[src/rtl/mem_rr_arbiter.sv]
// mem_rr_arbiter: round-robin sharing of one memory-controller port among several clients, with a timeout watchdog
module mem_rr_arbiter #(
  parameter int CLIENT_COUNT = 4,
  parameter int ADDR_WIDTH   = 32,
  parameter int DATA_WIDTH   = 32,
  parameter int MASK_WIDTH   = 4,
  parameter int TIMEOUT      = 1023
) (
  input  logic                               CLK,
  input  logic                               RST_N,
  input  logic [2*CLIENT_COUNT-1:0]          cl_rw_flag,
  input  logic [ADDR_WIDTH*CLIENT_COUNT-1:0] cl_addr,
  input  logic [DATA_WIDTH*CLIENT_COUNT-1:0] cl_write_data,
  input  logic [MASK_WIDTH*CLIENT_COUNT-1:0] cl_write_mask,
  output logic [DATA_WIDTH*CLIENT_COUNT-1:0] cl_read_data,
  output logic [CLIENT_COUNT-1:0]            cl_busy,
  output logic [CLIENT_COUNT-1:0]            cl_done,
  output logic [CLIENT_COUNT-1:0]            cl_err,
  output logic [1:0]                         mc_rw_flag,
  output logic [ADDR_WIDTH-1:0]              mc_addr,
  output logic [DATA_WIDTH-1:0]              mc_write_data,
  output logic [MASK_WIDTH-1:0]              mc_write_mask,
  input  logic                               mc_busy,
  input  logic                               mc_done,
  input  logic [DATA_WIDTH-1:0]              mc_read_data
);
  localparam int GW = $clog2(CLIENT_COUNT);
  localparam logic [31:0] TO = TIMEOUT;
  typedef enum logic {IDLE, WAIT} state_t;
  state_t state, state_n;
  logic [1:0]            sl_flag [CLIENT_COUNT];
  logic [ADDR_WIDTH-1:0] sl_addr [CLIENT_COUNT];
  logic [DATA_WIDTH-1:0] sl_data [CLIENT_COUNT];
  logic [MASK_WIDTH-1:0] sl_mask [CLIENT_COUNT];
  logic [GW-1:0] grant, last_grant, pick, j;
  logic pick_ok, issue, fin, abort;
  logic [31:0] wd;
  // find the first pending slot after last_grant; scanning downward lets the nearest one win
  always_comb begin
    pick_ok = 1'b0;
    pick = last_grant;
    j = '0;
    for (int k = CLIENT_COUNT; k > 0; k--) begin
      j = GW'((int'(last_grant) + k) % CLIENT_COUNT);
      if (cl_busy[j]) begin
        pick_ok = 1'b1;
        pick = j;
      end
    end
  end
  // next state: issue from IDLE when the port is free, return on completion or watchdog expiry
  always_comb begin
    issue = state == IDLE && pick_ok && !mc_busy;
    fin = state == WAIT && mc_done;
    abort = state == WAIT && !mc_done && TIMEOUT != 0 && wd + 32'd1 == TO;
    state_n = issue ? WAIT : (fin || abort) ? IDLE : state;
  end
  // state register
  always_ff @(posedge CLK or negedge RST_N) begin
    if (!RST_N) state <= IDLE;
    else state <= state_n;
  end
  // downstream request: one-cycle flag pulse, address/data/mask held until the next issue
  always_ff @(posedge CLK or negedge RST_N) begin
    if (!RST_N) begin
      mc_rw_flag <= 2'd0;
      mc_addr <= '0;
      mc_write_data <= '0;
      mc_write_mask <= '0;
      grant <= '0;
      last_grant <= GW'(CLIENT_COUNT - 1);
      wd <= '0;
    end else begin
      mc_rw_flag <= issue ? sl_flag[pick] : 2'd0;
      if (issue) begin
        mc_addr <= sl_addr[pick];
        mc_write_data <= sl_data[pick];
        mc_write_mask <= sl_mask[pick];
        grant <= pick;
        last_grant <= pick;
        wd <= '0;
      end else if (state == WAIT) wd <= wd + 32'd1;
    end
  end
  // per-client slots: capture when idle, release and report on completion or timeout
  always_ff @(posedge CLK or negedge RST_N) begin
    if (!RST_N) begin
      for (int i = 0; i < CLIENT_COUNT; i++) begin
        sl_flag[i] <= 2'd0;
        sl_addr[i] <= '0;
        sl_data[i] <= '0;
        sl_mask[i] <= '0;
      end
      cl_busy <= '0;
      cl_done <= '0;
      cl_err <= '0;
      cl_read_data <= '0;
    end else begin
      for (int i = 0; i < CLIENT_COUNT; i++) begin
        cl_done[i] <= (fin || abort) && grant == GW'(i);
        cl_err[i] <= abort && grant == GW'(i);
        if (fin && grant == GW'(i) && sl_flag[i] == 2'd1)
          cl_read_data[i*DATA_WIDTH +: DATA_WIDTH] <= mc_read_data;
        if (!cl_busy[i] && (cl_rw_flag[2*i +: 2] == 2'd1 || cl_rw_flag[2*i +: 2] == 2'd2)) begin
          sl_flag[i] <= cl_rw_flag[2*i +: 2];
          sl_addr[i] <= cl_addr[i*ADDR_WIDTH +: ADDR_WIDTH];
          sl_data[i] <= cl_write_data[i*DATA_WIDTH +: DATA_WIDTH];
          sl_mask[i] <= cl_write_mask[i*MASK_WIDTH +: MASK_WIDTH];
          cl_busy[i] <= 1'b1;
        end else if ((fin || abort) && grant == GW'(i)) begin
          sl_flag[i] <= 2'd0;
          cl_busy[i] <= 1'b0;
        end
      end
    end
  end
endmodule

[config.mk]
export PLATFORM = sky130hd
export DESIGN_NAME = mem_rr_arbiter
export DESIGN_NICKNAME = d
export VERILOG_FILES = /design/src/rtl/mem_rr_arbiter.sv
export SDC_FILE = /design/constraint.sdc
export NUM_CORES = 1
export LEC_CHECK = 0
export CORE_UTILIZATION = 46
export DETAILED_ROUTE_END_ITERATION = 6
export PLACE_DENSITY = 0.82
export SLEW_MARGIN = 20
export SYNTH_ARGS = -nofsm -noshare
export SYNTH_HDL_FRONTEND = slang
export SYNTH_SLANG_ARGS = --single-unit
[constraint.sdc]
create_clock -name CLK -period 2.6 [get_ports CLK]
set_clock_uncertainty 0.05 [all_clocks]
set_input_delay 0.52 -clock CLK [delete_from_list [all_inputs] [get_ports CLK]]
set_output_delay 0.52 -clock CLK [all_outputs]
set_load 0.01 [all_outputs]
==> results of run 1 <==
-- cell type report --
type / instances / area share
Clock inverter: 25 / 0.00939
Multi-Input combinational cell: 1025 / 0.291
Tap cell: 656 / 0.0256
Inverter: 8 / 0.000935
Clock buffer: 79 / 0.0507
Timing Repair Buffer: 677 / 0.211
Sequential cell: 527 / 0.411
Antenna cell: 10 / 0.000779
-- cells by family (layout without fill, tap and decap cells) --
logic type,after synthesis,in the layout,share of synthesized area
other,0,10,0
AO/OA/AOI/OAI,82,82,0.0220
buffers and inverters,109,789,0.0214
flip-flops,527,527,0.582
XOR/XNOR,30,30,0.0116
adder cells (fa/ha/maj),2,2,0.00110
AND/OR/NAND/NOR,437,437,0.0917
multiplexers,474,474,0.270
-- through the flow --
stage	util	total power [mW]	area (um^2)	hold slack (ns)	setup TNS [ns]
after floorplan	-	22.2	22700	0.174	0
after global placement	0.619	28.3	29800	0.396	-0.833
after detailed placement	0.619	28.9	29800	0.399	-2.06
after CTS	0.662	37.5	31900	0.363	-0.0220
after global routing	0.667	39.2	32100	0.399	-1.44
final	0.667	37.3	32100	0.381	-0.0166
-- synth_stat cells (6+ instances only) --
master,instances
and2_1,6
buf_2,9
clkbuf_1,76
dfrtp_1,525
inv_1,7
mux2_2,400
mux4_2,70
nand2_1,265
nand3_1,33
nand4_1,24
nor2_1,25
nor2b_1,10
nor3_1,10
nor4_1,9
o211ai_1,6
o21ai_0,47
or3_1,9
xnor2_1,19
xor2_1,11
-- state kept, by name, indices dropped and copies added, names as in the netlist --
register,flops
mc_write_mask,4
last_grant,2
state,1
cl_err,4
sl_flag,8
mc_rw_flag,2
wd,32
cl_read_data,128
cl_busy,4
cl_done,4
grant,2
sl_addr,128
sl_data,128
mc_write_data,32
mc_addr,32
sl_mask,16
-- how the worst max path moves through the flow --
| stage | slack [ns] | cells after the start | to |
|---|---|---|---|
| after global placement | -0.10 | 11 | cl_busy[0] |
| after CTS | -0.01 | 9 | sl_flag[3] |
| final | -0.01 | 10 | cl_busy[0] |
| after detailed placement | -0.15 | 9 | sl_flag[0] |
| after floorplan | 0.02 | 9 | cl_err[1] |
| after global routing | -0.14 | 8 | cl_err[2] |
-- per-layer routing --
layer  global-route usage  up-vias  part of all wire
met5                    0        -           0.00068
met4                0.114        6             0.035
met3               0.0767      138             0.077
met2                0.457      575              0.52
met1                0.304     8339              0.37
li1                     -     7198                 -
-- what timing repair did --
action                                 CTS  global route
buffers inserted                        10             6
pin swaps                                6            15
hold buffers                             1             0
setup endpoints to repair               20            23
endpoints found under the hold margin   27             0
resized for setup                       22            31
-- power groups by stage --
stage          clock network (mW)  logic (mW)  registers [mW]
2_1_floorplan                   0        8.30            13.9
4_1_cts                      8.44        15.1            14.0
3_5_place_dp                    0        14.9            14.0
3_3_place_gp                    0        14.5            13.8
5_1_grt                      8.76        16.1            14.4
6_report                     8.28        15.0            14.0
-- worst max-delay path: stages, from the launching register on --
cell and delay, ns:
dfrtp_1 0.38, buf_4 0.15, and3_4 0.22, nand3_4 0.08, or4b_4 0.56, xnor2_2 0.15, buf_4 0.17, nor4_4 0.28
nand3_2 0.13, and2_4 0.16, a21o_1 0.17
==> flow_summary.yaml, run 1 <==
sta:
  fin_ws_ns: -0.0120
  min_period_over_period: 1.00
  slew_headroom: 0.638
  fin_crit_ns: 2.61
  hold_viol: 0
  rsz0062_at_grt: "true"
  slew_viol_final: 0
  worst_slew_pin_slew_ns: 0.543
  fmax_mhz: 383
  setup_viol: 3
layout:
  fin_nets: 2612
  areaGrowthSynthToFinish_pct: 41.7
  multi_input_area_mm2: 0.00934
  fin_cells: 3007
  seqCellArea_mm2: 0.0132
  drive_gt1_frac: 0.337
  final_common_cell: "clkdlybuf4s50_1"
  final_cell_mix: "clkdlybuf4s50_1, dfrtp_1, mux2_2"
  fillers: 3359
logic_synthesis:
  ys.warnings.count: 0
  synth.distinct_cells: 69
  synth_flop_cell: "dfrtp_1"
  syn_inst: 1661
  syn_area_per_cell_um2: 13.6
  synth-edff-count: 0
  synthTopCellsByArea: "dfrtp_1, mux2_2, mux4_2"
  synth_top_cell_by_area: "dfrtp_1"
  yosysTopAreaCellShare: 0.580
  syn_nets: 1979
  synth-seq-area-share: 0.582
  async_flop_share: 1.00
  ys_seq_elements: 527
  synth_area_mm2: 0.0227
global_route:
  antenna_found_initial: 13
  grtUsageTotal: 0.264
  grt_max_degree: 103
  grt_first_pass_wirelength_um: 102000
  gr-total-overflow: 0
  grt_pass1_vias: 17700
power:
  powerDensity_mw_per_mm2: 1160
  seqPwrFrac: 0.375
  clock_power_share: 0.222
  switchingPower_mw: 11.5
  leakage_nw: 13.8
  ir_drop_uv: 741
  combPwrFrac: 0.403
  p_sw_frac: 0.309
  power.internal_mw: 25.8
critical_path:
  required_ns: 3.03
  end_kind: "register"
  critPathMaxFanout: 5
  start_kind: "register"
  cp-startpoint: "wd[3]"
  worstSetupPathType: "reg -> reg"
  r2r-start: "wd[3]"
  arrival_ns: 3.05
  rr_worst_depth: 10
  rrSetupSlack_ns: -0.01
  rr_endpoint: "cl_busy[0]"
floorplan:
  core.rowCount: 80
  dieHeight_um: 224
  die_x_um: 224
  dieArea_mm2: 0.0502
  core_mm2: 0.0481
  initial_core_util: 0.471
  pin_count: 526
hold_path:
  hold_class: "in -> async"
placed_design:
  dp.cells: 2878
  dpl.hpwl_um: 46300
  place.gp.congestion: 0.901
  io_buffers: 525
  pre_cts_slack_ns: -0.152
cts:
  root_buffer: "clkbuf_16"
  cts.sinks: 527
  numCtsBuffers: 55
  cts_buffer_depth: 3
  clkTransAtPathRegs_ns: 0.06
  cts_tree: "done"
  htreeDepth: 2
  clkLatencyLatePin_ns: 0.59
detailed_routing:
  routed_wl_um: 65700
  detail_route.vias_per_cell: 5.41
  ant_nets: 0
  post_drt_wl_per_cell_um: 21.9
  num_vias: 16300
  drcViolationCount: 0
  first_pass_iters: 6
  drt_iter0_markers: 917
run_status:
  status: "complete, but fails checks"
  violations: "negative setup slack"
job:
  drv_cap: 0
No activity file was read; power rests on OpenSTA's default activity.
==> inputs of run 2 (changes only) <==
Settings changed: CORE_UTILIZATION 46 to 50, PLACE_DENSITY 0.82 to 0.85.
Clock period 2.6 ns to 2.62 ns, I/O delays scaled along.
==> run 2 against run 1 <==
Compared with the run above:
- the flow still finishes with violations (negative setup slack)
- via count up 0.47%
- critical endpoint is now sl_flag[0]
- setup slack gained 0.0099 ns
- highest routed layer unchanged
- combinational power is essentially flat
- utilization is 5.0 points higher
- sequential share of layout area up 0.36 points
- register-to-register slack barely moved
==> flow_summary.yaml, run 2 (synthesis results as in run 1) <==
detailed_routing:
  num_vias: 16300
  routed_wl_um: 66500
  detail_route.vias_per_cell: 5.60
  drt_iter0_markers: 1191
  ant_nets: 0
  first_pass_iters: 5
  post_drt_wl_per_cell_um: 22.8
  drcViolationCount: 0
critical_path:
  arrival_ns: 3.03
  worstSetupPathType: "reg -> reg"
  end_kind: "register"
  crit_family: "simple AND/OR/NAND/NOR gates"
  start_kind: "register"
  worstPathCellList: "nand4_1 > nor4_4 > or4b_4 > xnor2_1 > or3_4 > buf_4 > nand4b_4 > nand4b_1 > o211ai_1"
  rr_worst_depth: 9
  rrSetupSlack_ns: -0.002
  critPathMaxFanout: 6
  critical-path-slowest-cell: "or4b_4"
  crit_buf_inv: 1
  required_ns: 3.03
  max_stage_delay_ns: 0.49
  r2r-start: "wd[14]"
  cp-startpoint: "wd[14]"
  rr_endpoint: "sl_flag[0]"
power:
  ir_drop_uv: 835
  powerDensity_mw_per_mm2: 1160
  leakage_nw: 13.6
floorplan:
  dieHeight_um: 215
  initial_core_util: 0.510
  die_x_um: 215
  pin_count: 526
  dieArea_mm2: 0.0462
  core.rowCount: 77
  core_mm2: 0.0444
global_route:
  grt_first_pass_wirelength_um: 103000
  grtUsageTotal: 0.290
  gr-total-overflow: 0
  antenna_found_initial: 12
  grt_max_degree: 71
  grt_pass1_vias: 17900
cts:
  cts.sinks: 527
  clkTransAtPathRegs_ns: 0.06
  cts_buffer_depth: 3
  htreeDepth: 2
  cts_tree: "done"
  clkLatencyLatePin_ns: 0.61
  numCtsBuffers: 54
  root_buffer: "clkbuf_16"
layout:
  utilization: 0.717
  fin_nets: 2596
  reg_top3: "cl_read_data x128, sl_addr x128, sl_data x128"
  areaGrowthSynthToFinish_pct: 40.5
  multi_input_area_mm2: 0.00933
  seqCellArea_mm2: 0.0132
  final_cell_mix: "clkdlybuf4s50_1, dfrtp_1, mux2_2"
  final_common_cell: "clkdlybuf4s50_1"
  fillers: 2844
  drive_gt1_frac: 0.332
placed_design:
  place.gp.congestion: 0.937
  io_buffers: 525
  dpl.hpwl_um: 45900
  pre_cts_slack_ns: -0.175
run_status:
  status: "complete, but fails checks"
  violations: "negative setup slack"
sta:
  fin_ws_ns: -0.00204
  min_period_over_period: 1.00
  fmax_mhz: 381
  hold_viol: 0
  slew_viol_final: 0
  slew_headroom: 0.635
  worst_slew_pin_slew_ns: 0.546
  rsz0062_at_grt: "true"
  setup_viol: 1
  fin_crit_ns: 2.62
job:
  drv_cap: 0
hold_path:
  hold_class: "in -> async"
run 2: cell count changes in the layout (fill, tap and decap cells not counted), sizes merged:
cell	before	now
buf	152	137
clkinv	16	11
clkinvlp	0	1
diode	10	6
bufinv	6	5
clkbuf	79	82
inv	11	8
run 2: per-stage QoR:
| stage | total power, mW | TNS, ns | std cells | hold slack [ns] | cell area, um^2 |
|---|---|---|---|---|---|
| after floorplan | 22.1 | 0 | 1661 | 0.178 | 22700 |
| after global placement | 27.8 | -1.14 | 2799 | 0.409 | 29500 |
| after detailed placement | 28.5 | -1.90 | 2799 | 0.412 | 29500 |
| after CTS | 36.9 | 0 | 2904 | 0.397 | 31500 |
| after global routing | 38.8 | -1.44 | 2918 | 0.405 | 31800 |
| final | 36.9 | -0.00204 | 2919 | 0.395 | 31800 |
run 2: repair_timing:
item / in CTS / in global routing
buffers inserted: 6 / 11
hold buffers: 1 / 0
endpoints found under the hold margin: 38 / 0
gates resized for setup: 14 / 45
setup endpoints to repair: 19 / 20
pin swaps: 7 / 14
run 2: where the power goes:
| part | total (mW) | internal (mW) | switching [mW] |
|---|---|---|---|
| Clock | 8.11 | 4.88 | 3.23 |
| Combinational | 14.9 | 8.87 | 6.03 |
| Sequential | 13.9 | 11.8 | 2.18 |
run 2: how the worst max path moves through the flow:
| stage | cells past startpoint | end | slack [ns] |
|---|---|---|---|
| 3_3_place_gp | 8 | cl_err[1] | -0.13 |
| 4_1_cts | 11 | sl_flag[0] | 0.005 |
| 6_report | 9 | sl_flag[0] | -0.002 |
| 5_1_grt | 10 | cl_err[0] | -0.20 |
| 2_1_floorplan | 9 | cl_err[1] | 0.005 |
| 3_5_place_dp | 8 | cl_err[3] | -0.18 |
run 2: cell type report:
cell class,instances,share of cell area
Multi-Input combinational cell,1025,0.293
Tap cell,592,0.0233
Antenna cell,6,0.000471
Inverter,8,0.00102
Timing Repair Buffer,662,0.208
Clock inverter,17,0.00758
Clock buffer,82,0.0524
Sequential cell,527,0.414
run 2: layer usage:
metal / share of wire / routed length (um) / track usage
met5: 0.0013 / 89 / 0
met4: 0.041 / 2700 / 0.130
met3: 0.068 / 4500 / 0.0750
met2: 0.51 / 33900 / 0.501
met1: 0.38 / 25300 / 0.341
